[src/rtl/bus_datapath_mdu.sv]
// rtl/bus_datapath_mdu.sv - single-bus datapath with register file, bus mux and multi-cycle MUL/DIV ALU
module bus_datapath_mdu #(
    parameter int DATA_W   = 32,
    parameter int NUM_REGS = 16
) (
    input  logic                Clock,
    input  logic                clear,
    input  logic [NUM_REGS-1:0] Rin,
    input  logic [NUM_REGS-1:0] Rout,
    input  logic                PCin,
    input  logic                PCout,
    input  logic                IncPC,
    input  logic                IRin,
    input  logic                MDRin,
    input  logic                MDRout,
    input  logic                Read,
    input  logic [DATA_W-1:0]   Mdatain,
    input  logic                HIin,
    input  logic                HIout,
    input  logic                LOin,
    input  logic                LOout,
    input  logic                Yin,
    input  logic                Zhighout,
    input  logic                Zlowout,
    input  logic                InPortout,
    input  logic [DATA_W-1:0]   InPort_data,
    input  logic                Cout,
    input  logic [DATA_W-1:0]   C_sign_ext,
    input  logic [3:0]          op,
    input  logic                start,
    output logic                busy,
    output logic                done,
    output logic                div_zero,
    output logic                bus_error,
    output logic [DATA_W-1:0]   bus_out,
    output logic [DATA_W-1:0]   IR_q
);
    localparam int SHW  = $clog2(DATA_W);
    localparam int CW   = $clog2(DATA_W + 1);
    localparam int NSRC = NUM_REGS + 8;

    localparam logic [3:0] OP_SUB = 4'd1, OP_AND = 4'd2, OP_OR  = 4'd3, OP_SHR = 4'd4;
    localparam logic [3:0] OP_SHL = 4'd5, OP_NEG = 4'd6, OP_NOT = 4'd7, OP_MUL = 4'd8;
    localparam logic [3:0] OP_DIV = 4'd9;

    typedef enum logic [1:0] {IDLE, RUN, MULDIV, DONE} state_t;

    logic [DATA_W-1:0] regs [NUM_REGS];
    logic [DATA_W-1:0] pc, ir, mdr, hi, lo, y, z_hi, z_lo;
    logic [DATA_W-1:0] bus;
    logic [NSRC-1:0]   drv;

    state_t            state;
    logic [CW-1:0]     cnt;
    logic [3:0]        op_q;
    logic [DATA_W-1:0] a_q, b_q, acc_hi, acc_lo;
    logic [DATA_W-1:0] mag_a, mag_b, res_hi, res_lo;
    logic [DATA_W:0]   mul_sum, div_shift, div_diff;
    logic [2*DATA_W-1:0] prod;

    function automatic logic [DATA_W-1:0] magnitude(input logic [DATA_W-1:0] x);
        return x[DATA_W-1] ? -x : x;
    endfunction

    // Bit 0 is the highest-priority source; two or more set bits is a bus fight.
    assign drv       = {Cout, InPortout, MDRout, LOout, HIout, Zhighout, Zlowout, PCout, Rout};
    assign bus_error = |(drv & (drv - NSRC'(1)));
    assign bus_out   = bus;
    assign IR_q      = ir;

    // Bus mux: later assignments override earlier ones, so lowest-numbered source wins.
    always_comb begin
        bus = '0;
        if (Cout)      bus = C_sign_ext;
        if (InPortout) bus = InPort_data;
        if (MDRout)    bus = mdr;
        if (LOout)     bus = lo;
        if (HIout)     bus = hi;
        if (Zhighout)  bus = z_hi;
        if (Zlowout)   bus = z_lo;
        if (PCout)     bus = pc;
        for (int i = NUM_REGS - 1; i >= 0; i--)
            if (Rout[i]) bus = regs[i];
    end

    // Architectural registers loaded from the bus (MDR may take memory data instead).
    always_ff @(posedge Clock or negedge clear) begin
        if (!clear) begin
            for (int i = 0; i < NUM_REGS; i++) regs[i] <= '0;
            pc  <= '0;
            ir  <= '0;
            mdr <= '0;
            hi  <= '0;
            lo  <= '0;
            y   <= '0;
        end else begin
            for (int i = 0; i < NUM_REGS; i++)
                if (Rin[i]) regs[i] <= bus;
            if (PCin)       pc <= bus;
            else if (IncPC) pc <= pc + DATA_W'(1);
            if (IRin)  ir  <= bus;
            if (MDRin) mdr <= Read ? Mdatain : bus;
            if (HIin)  hi  <= bus;
            if (LOin)  lo  <= bus;
            if (Yin)   y   <= bus;
        end
    end

    // Iteration step and final result, all from latched operands and accumulators.
    always_comb begin
        mag_a     = magnitude(a_q);
        mag_b     = magnitude(b_q);
        mul_sum   = {1'b0, acc_hi} + (acc_lo[0] ? {1'b0, mag_a} : '0);
        div_shift = {acc_hi, acc_lo[DATA_W-1]};
        div_diff  = div_shift - {1'b0, mag_b};
        prod      = {acc_hi, acc_lo};
        res_hi    = '0;
        res_lo    = a_q + b_q;
        case (op_q)
            OP_SUB: res_lo = a_q - b_q;
            OP_AND: res_lo = a_q & b_q;
            OP_OR:  res_lo = a_q | b_q;
            OP_SHR: res_lo = a_q >> b_q[SHW-1:0];
            OP_SHL: res_lo = a_q << b_q[SHW-1:0];
            OP_NEG: res_lo = -b_q;
            OP_NOT: res_lo = ~b_q;
            OP_MUL: {res_hi, res_lo} = (a_q[DATA_W-1] ^ b_q[DATA_W-1]) ? -prod : prod;
            OP_DIV: begin
                if (b_q == '0) begin
                    res_lo = '1;
                    res_hi = a_q;
                end else begin
                    res_lo = (a_q[DATA_W-1] ^ b_q[DATA_W-1]) ? -acc_lo : acc_lo;
                    res_hi = a_q[DATA_W-1] ? -acc_hi : acc_hi;
                end
            end
            default: ;
        endcase
    end

    // ALU sequencer: latch operands on start, iterate MUL/DIV, write Z when leaving DONE.
    always_ff @(posedge Clock or negedge clear) begin
        if (!clear) begin
            state    <= IDLE;
            busy     <= 1'b0;
            done     <= 1'b0;
            div_zero <= 1'b0;
            cnt      <= '0;
            op_q     <= '0;
            a_q      <= '0;
            b_q      <= '0;
            acc_hi   <= '0;
            acc_lo   <= '0;
            z_hi     <= '0;
            z_lo     <= '0;
        end else begin
            done <= 1'b0;
            case (state)
                IDLE: if (start) begin
                    a_q      <= y;
                    b_q      <= bus;
                    op_q     <= op;
                    div_zero <= 1'b0;
                    busy     <= 1'b1;
                    acc_hi   <= '0;
                    cnt      <= CW'(DATA_W);
                    if (op == OP_MUL) begin
                        acc_lo <= magnitude(bus);
                        state  <= MULDIV;
                    end else if (op == OP_DIV) begin
                        acc_lo <= magnitude(y);
                        state  <= MULDIV;
                    end else begin
                        state  <= RUN;
                    end
                end
                RUN: begin
                    state <= DONE;
                    busy  <= 1'b0;
                    done  <= 1'b1;
                end
                MULDIV: if (cnt == '0) begin
                    state <= DONE;
                    busy  <= 1'b0;
                    done  <= 1'b1;
                end else begin
                    cnt <= cnt - CW'(1);
                    if (op_q == OP_MUL) begin
                        acc_hi <= mul_sum[DATA_W:1];
                        acc_lo <= {mul_sum[0], acc_lo[DATA_W-1:1]};
                    end else if (!div_diff[DATA_W]) begin
                        acc_hi <= div_diff[DATA_W-1:0];
                        acc_lo <= {acc_lo[DATA_W-2:0], 1'b1};
                    end else begin
                        acc_hi <= div_shift[DATA_W-1:0];
                        acc_lo <= {acc_lo[DATA_W-2:0], 1'b0};
                    end
                end
                DONE: begin
                    state <= IDLE;
                    z_hi  <= res_hi;
                    z_lo  <= res_lo;
                    if (op_q == OP_DIV && b_q == '0) div_zero <= 1'b1;
                end
                default: state <= IDLE;
            endcase
        end
    end
endmodule
[config.mk]
export PLATFORM = sky130hd
export DESIGN_NAME = bus_datapath_mdu
export DESIGN_NICKNAME = d
export VERILOG_FILES = /design/src/rtl/bus_datapath_mdu.sv
export SDC_FILE = /design/constraint.sdc
export NUM_CORES = 2
export LEC_CHECK = 0
export BUFFER_PORTS_ARGS = -buffer_cell sky130_fd_sc_hd__buf_4
export CORE_MARGIN = 1.5
export CORE_UTILIZATION = 30
export DETAILED_ROUTE_END_ITERATION = 8
export MAX_ROUTING_LAYER = met4
export SLEW_MARGIN = 20
export SYNTH_ARGS = -nofsm -noshare
export SYNTH_HDL_FRONTEND = slang
export SYNTH_SLANG_ARGS = --single-unit
export TNS_END_PERCENT = 10
[constraint.sdc]
create_clock -name Clock -period 13.6 [get_ports Clock]
set_clock_uncertainty 0.1 [all_clocks]
set_input_delay 1.36 -clock Clock [delete_from_list [all_inputs] [get_ports Clock]]
set_output_delay 1.36 -clock Clock [all_outputs]
set_load 0.01 [all_outputs]
### Word level (Yosys, flattened, before mapping)

Cells that the tools add are included.

| storage, ports and cells | value |
|---|---|
| flip-flop bits (word level) | 911 |
| bits of input ports | 151 |
| output and inout bits | 68 |
| logic and storage cells | 156 |

| operators by class | value |
|---|---|
| $add $sub $neg | 14 |
| equality and inequality tests | 19 |
| shift-type cells | 2 |
| muxes and demuxes | 67 |
| bitwise operators | 5 |
| reduce and logical (&&, ||, !) cells | 15 |

Operators by type and width:

| cell | count |
|---|---|
| 2-to-1 mux 32 bit | 45 |
| case mux 32 bit (9 select lines) | 1 |
| negator 32 bit | 6 |
| case mux 32 bit (2 select lines) | 3 |
| 2-to-1 mux 64 bit | 1 |
| negator 64 bit | 1 |
| adder 32 x 32 -> 33 bit | 1 |
| subtractor 33 x 32 -> 33 bit | 1 |
| adder 32 x 1 -> 32 bit, second input constant | 1 |
| adder 32 bit | 1 |
| AND 32 bit | 1 |
| logical NOT 32 bit | 1 |
| NOT 32 bit | 1 |
| bitwise OR 32 bit | 1 |
| << shifter 32 x 5 -> 32 bit | 1 |
| right shift 32 x 5 -> 32 bit | 1 |
| subtractor 32 bit | 1 |
| AND 24 bit | 1 |
| OR reduction 24 bit | 1 |
| subtractor 24 x 1 -> 24 bit, second input constant | 1 |
| equality test 4 x 3 -> 1 bit, second input constant | 4 |
| equality test 4 bit, second input constant | 4 |
| 2-to-1 mux 6 bit | 2 |
| case mux 6 bit (2 select lines) | 1 |
| other kinds (21) | 40 |

### Logic depth before layout (Yosys ltp)

| depth | value |
|---|---|
| depth in word-level cells | 29 |
| mapped depth | 25 |
| depth with buffers taken out | 19 |

### Worst setup path after synthesis

OpenSTA, ideal clock, no wires.

| timing path | value |
|---|---|
| kind | register to register |
| start | register b_q[0] |
| end | register acc_hi[7] |
| library setup time | 0.126 ns |
| data arrival time | 6.070 ns |
| required time | 13.374 ns |
| setup slack | 7.304 ns |
| cell stages (with the launch flop) | 25 |
| path buffers | 7 |
| period minus slack after synthesis | 6.296 ns |
| cell sequence | dfrtp_1 -> buf_2 -> buf_1 -> buf_1 -> buf_2 -> inv_1 -> ha_1 -> or3b_2 -> clkbuf_1 -> or4_1 -> or3_1 -> nand2_1 -> xor2_1 -> ha_1 -> and4_1 -> and4_1 -> clkbuf_1 -> and2_0 -> a221o_1 -> o31ai_1 -> a21oi_1 -> xnor2_1 -> buf_2 -> a211oi_1 -> a221o_1 |

| between the ends | value |
|---|---|
| longest elaborated chain between the ends | 7 |

Ends and longest elaborated chain:

| item | line | text |
|---|---|---|
| start, declared | 56 | `logic [DATA_W-1:0] a_q, b_q, acc_hi, acc_lo;` |
| start signal, assigned | 161 | `b_q <= bus;` |
| negator 32 bit | 62 | `return x[DATA_W-1] ? -x : x;` |
| 2-to-1 mux 32 bit * | 62 |  |
| subtractor 33 x 32 -> 33 bit * | 115 | `div_diff = div_shift - {1'b0, mag_b};` |
| 2-to-1 mux 32 bit * | 191 | `end else if (!div_diff[DATA_W]) begin` |
| 2-to-1 mux 32 bit * | 188 | `if (op_q == OP_MUL) begin` |
| 2-to-1 mux 32 bit * | 182 | `MULDIV: if (cnt == '0) begin` |
| case mux 32 bit (2 select lines) * | 158 | `case (state)` |
| end signal, assigned | 189 | `acc_hi <= mul_sum[DATA_W:1];` |
| end signal, assigned | 192 | `acc_hi <= div_diff[DATA_W-1:0];` |
| end signal, assigned | 195 | `acc_hi <= div_shift[DATA_W-1:0];` |
| end, declared | 56 |  |

Mark *: on every way between the ends. The rest lies on a longest branch, timed or not. The select of a mux whose other input is x is not followed.
A chain may end at the register's enable or synchronous reset.

### Worst setup path after layout

| timing path | value |
|---|---|
| start | register b_q[1] |
| end | register acc_hi[23] |

The elaborated chain is that of the path after synthesis.

==> impl_metrics.ini <==
[critical_path]
r2r_start = b_q[1]
critPathRequiredTime_ns = 14.10
endpoint = acc_hi[23]
reg2reg_slack_ns = 6.42
crit_cells = 19
critPathMaxFanout = 59
crit_slowest_cell = inv_1
slowest_delay_ns = 0.80
crit_family = simple AND/OR/NAND/NOR gates
worst-endpoint-arrival_ns = 7.67
cp-start-kind = register
ff2ff_path_depth = 19
timing.critical_path.buf_inv = 3
crit_chain = buf_4, inv_1, ha_1, or3b_2, or4_1, or3_1, nand2_1, xor2_1, ha_1, and4_1, and4_1, and2_0, a221o_1, o31ai_1, a21oi_1, xnor2_2, buf_4, o211ai_1, a32o_1
r2r-end = acc_hi[23]
crit_path_start = b_q[1]
end_kind = register
critPathKind = register to register

[finish]
drive_gt1_share_pct = 12.7
final_cell_mix = nor2_1, a21oi_1, dfrtp_1, nand2_1, o21ai_0
area.growth.synth_to_final_pct = 13.1
layout_commonest_cell = nor2_1
finalNetCount = 6845

[floorplanning]
coreArea_mm2 = 0.190
die_area_mm2 = 0.195
die_h_um = 441
start_util_pct = 30.3
rows = 160
fp.dieW_um = 441
io_pins = 219

[clock_network]
clkLatencyLatePin_ns = 0.77
cts_hold_buffers = 0
clkSlewWorstSetupHoldPaths_ns = 0.07
clockBufferDepth = 3
cts_root_buffer = clkbuf_16
cts_tree = built
cts_resized = 0
cts_num_sinks = 911
numCtsBuffers = 103
cts_setup_buffers = 0
htreeDepth = 3

[synth]
ys_seq_area_share_pct = 39.6
netlist_instances = 6746
synth_area_mm2 = 0.0576
syn_avg_cell_area_um2 = 8.54
yosysUniqueCellTypes = 105
ys_seq_elements = 911
synth_flop_cell = dfrtp_1
syn-num-nets = 7015
ys.warnings.count = 0
synthArstFlopShare_pct = 100
synth_edf_count = 0

[power_and_ir_drop]
peakVddDrop_uv = 153
pwr-share-comb_pct = 55.3
p_per_area_mw_per_mm2 = 251
power_mw = 16.4
p_int_mw = 8.30
seqPwrFrac_pct = 26.4
clockPowerShare_pct = 18.3
swShare_pct = 49.3
p_leak_nw = 25.5
netSwitchingPower_mw = 8.08

[grt]
grt_usage_pct = 28.2
grt_pass1_wl_um = 389000
grt_max_degree = 174
grt-ovfl-total = 0
antenna_found_initial = 15
grt_pass1_vias = 51710

[timing]
setup_tns_ns = 0
slew_violations = 0
setup_viol = 0
hold_slack_ns = 0.397
timing.slew.headroom_pct = 17.9
hold_viol = 0
clock.fmax_ghz = 0.139
period_share_pct = 52.8
rsz0062_at_grt = no
worstMarginPinSlew_ns = 1.22
finalCriticalPeriod_ns = 7.18

[routing]
drt_iter0_drc = 7600
vias = 55592
routedWlPerCell_um = 29.8
drc = 0
first_pass_iters = 8
ant_nets = 0
wl_um = 274000
avgViaCountPerCell = 6.05

[placed_design]
gp_congestion = 1.09
port_buffers = 218
hpwl_um = 192000

[run_status]
run_status = finished, final reports clean

[job]
cap_violations = 0

[min_path]
hp-class = register to register
==> cell usage after synthesis (12+ instances only) <==
| cell | number | area [µm²] |
|---|---|---|
| mux4_2 | 49 | 1100 |
| nor2b_1 | 84 | 526 |
| o21a_1 | 69 | 518 |
| a221o_1 | 104 | 1040 |
| o221ai_1 | 41 | 359 |
| clkbuf_1 | 529 | 1990 |
| maj3_1 | 23 | 230 |
| xor2_1 | 185 | 1620 |
| nor3_1 | 107 | 536 |
| o41ai_1 | 22 | 193 |
| a21oi_1 | 939 | 4700 |
| and3_1 | 36 | 225 |
| o22ai_1 | 49 | 307 |
| buf_1 | 67 | 251 |
| dfrtp_1 | 911 | 22800 |
| mux2i_1 | 92 | 921 |
| mux2_2 | 139 | 1570 |
| or4_1 | 26 | 195 |
| a22oi_1 | 40 | 300 |
| nand3b_1 | 22 | 165 |
| a31oi_1 | 53 | 332 |
| a211o_1 | 19 | 166 |
| a21o_1 | 37 | 278 |
| o211ai_1 | 46 | 345 |
| a211oi_1 | 83 | 623 |
| xnor2_1 | 170 | 1490 |
| a221oi_1 | 129 | 1130 |
| o2111ai_1 | 18 | 158 |
| a22o_1 | 13 | 114 |
| a2111oi_0 | 18 | 158 |
| nand3_1 | 62 | 310 |
| o31ai_1 | 52 | 390 |
| nor2_1 | 999 | 3750 |
| o21ai_0 | 384 | 1920 |
| nand2b_1 | 39 | 244 |
| or2_2 | 23 | 144 |
| nand2_1 | 475 | 1780 |
| nor4_1 | 27 | 169 |
| inv_1 | 109 | 409 |
| buf_2 | 50 | 250 |
| nand4_1 | 26 | 163 |
| o21bai_1 | 12 | 90.1 |
| a41oi_1 | 15 | 131 |
| ha_1 | 115 | 1440 |
| or3_1 | 56 | 350 |
==> registers in the layout (all words and copies together) (netlist names), 4 cells and up <==
register  count
lo           32
y            32
regs        512
cnt           6
IR_q         32
acc_lo       32
b_q          32
a_q          32
pc           32
mdr          32
op_q          4
z_lo         32
acc_hi       32
hi           32
z_hi         32
==> worst min path at each step <==
| stage | start | endpoint | slack (ns) | depth (start not counted) |
|---|---|---|---|---|
| 2_1_floorplan | z_hi[17] | z_hi[17] | 0.36 | 1 |
| 3_3_place_gp | b_q[31] | b_q[31] | 0.36 | 2 |
| 3_5_place_dp | b_q[31] | b_q[31] | 0.39 | 2 |
| 4_1_cts | b_q[31] | b_q[31] | 0.40 | 2 |
| 5_1_grt | regs[341] | regs[341] | 0.42 | 1 |
| 6_report | b_q[31] | b_q[31] | 0.40 | 2 |
==> kinds of logic after synthesis <==
family | synth area share [%]
buffers and inverters | 5.10
muxes | 6.25
and+or+nand+nor | 15.9
adders and majority gates | 3.00
AOI/OAI and AO/OA | 24.7
DFF | 39.6
xor gates and xnor gates | 5.40
==> tightest hold or removal path, cell delays in order (launching register included) <==
cell and delay, ns:
dfrtp_1 0.35, nand2_1 0.05, o21ai_0 0.06
==> routing by layer <==
metal  GRT usage (%)  wire (µm)
met3            5.85      25700
met5               -          0
met2            41.5     120000
met4            18.6      21600
met1            34.9     106000
==> stage by stage <==
stage / setup WS, ns / utilization [%] / cells / cell area (µm²)
2_1_floorplan: 7.30 / - / 6746 / 57600
3_3_place_gp: 6.74 / 32.3 / 8981 / 61500
3_5_place_dp: 6.59 / 32.3 / 8982 / 61500
4_1_cts: 6.55 / 34.2 / 9170 / 65100
5_1_grt: 6.15 / 34.2 / 9182 / 65200
6_report: 6.42 / 34.2 / 9184 / 65200
==> power by group through the flow <==
stage                     Sequential, mW  Clock (mW)  Combinational [mW]
after floorplan                     3.81           0                5.93
after global placement              4.31           0                8.68
after detailed placement            4.33           0                8.72
after CTS                           4.28        3.03                8.77
after global routing                4.38        3.13                9.57
final                               4.33        3.00                9.05
==> final cells by class <==
type / count / area (µm²)
Tap cell: 2511 / 3140
Fill cell: 19493 / 125000
Timing Repair Buffer: 373 / 2850
Inverter: 114 / 428
Clock inverter: 44 / 666
Clock buffer: 144 / 2940
Antenna cell: 14 / 35.0
Multi-Input combinational cell: 5073 / 32300
Sequential cell: 911 / 22800
Power figures use the tool's default switching activity.
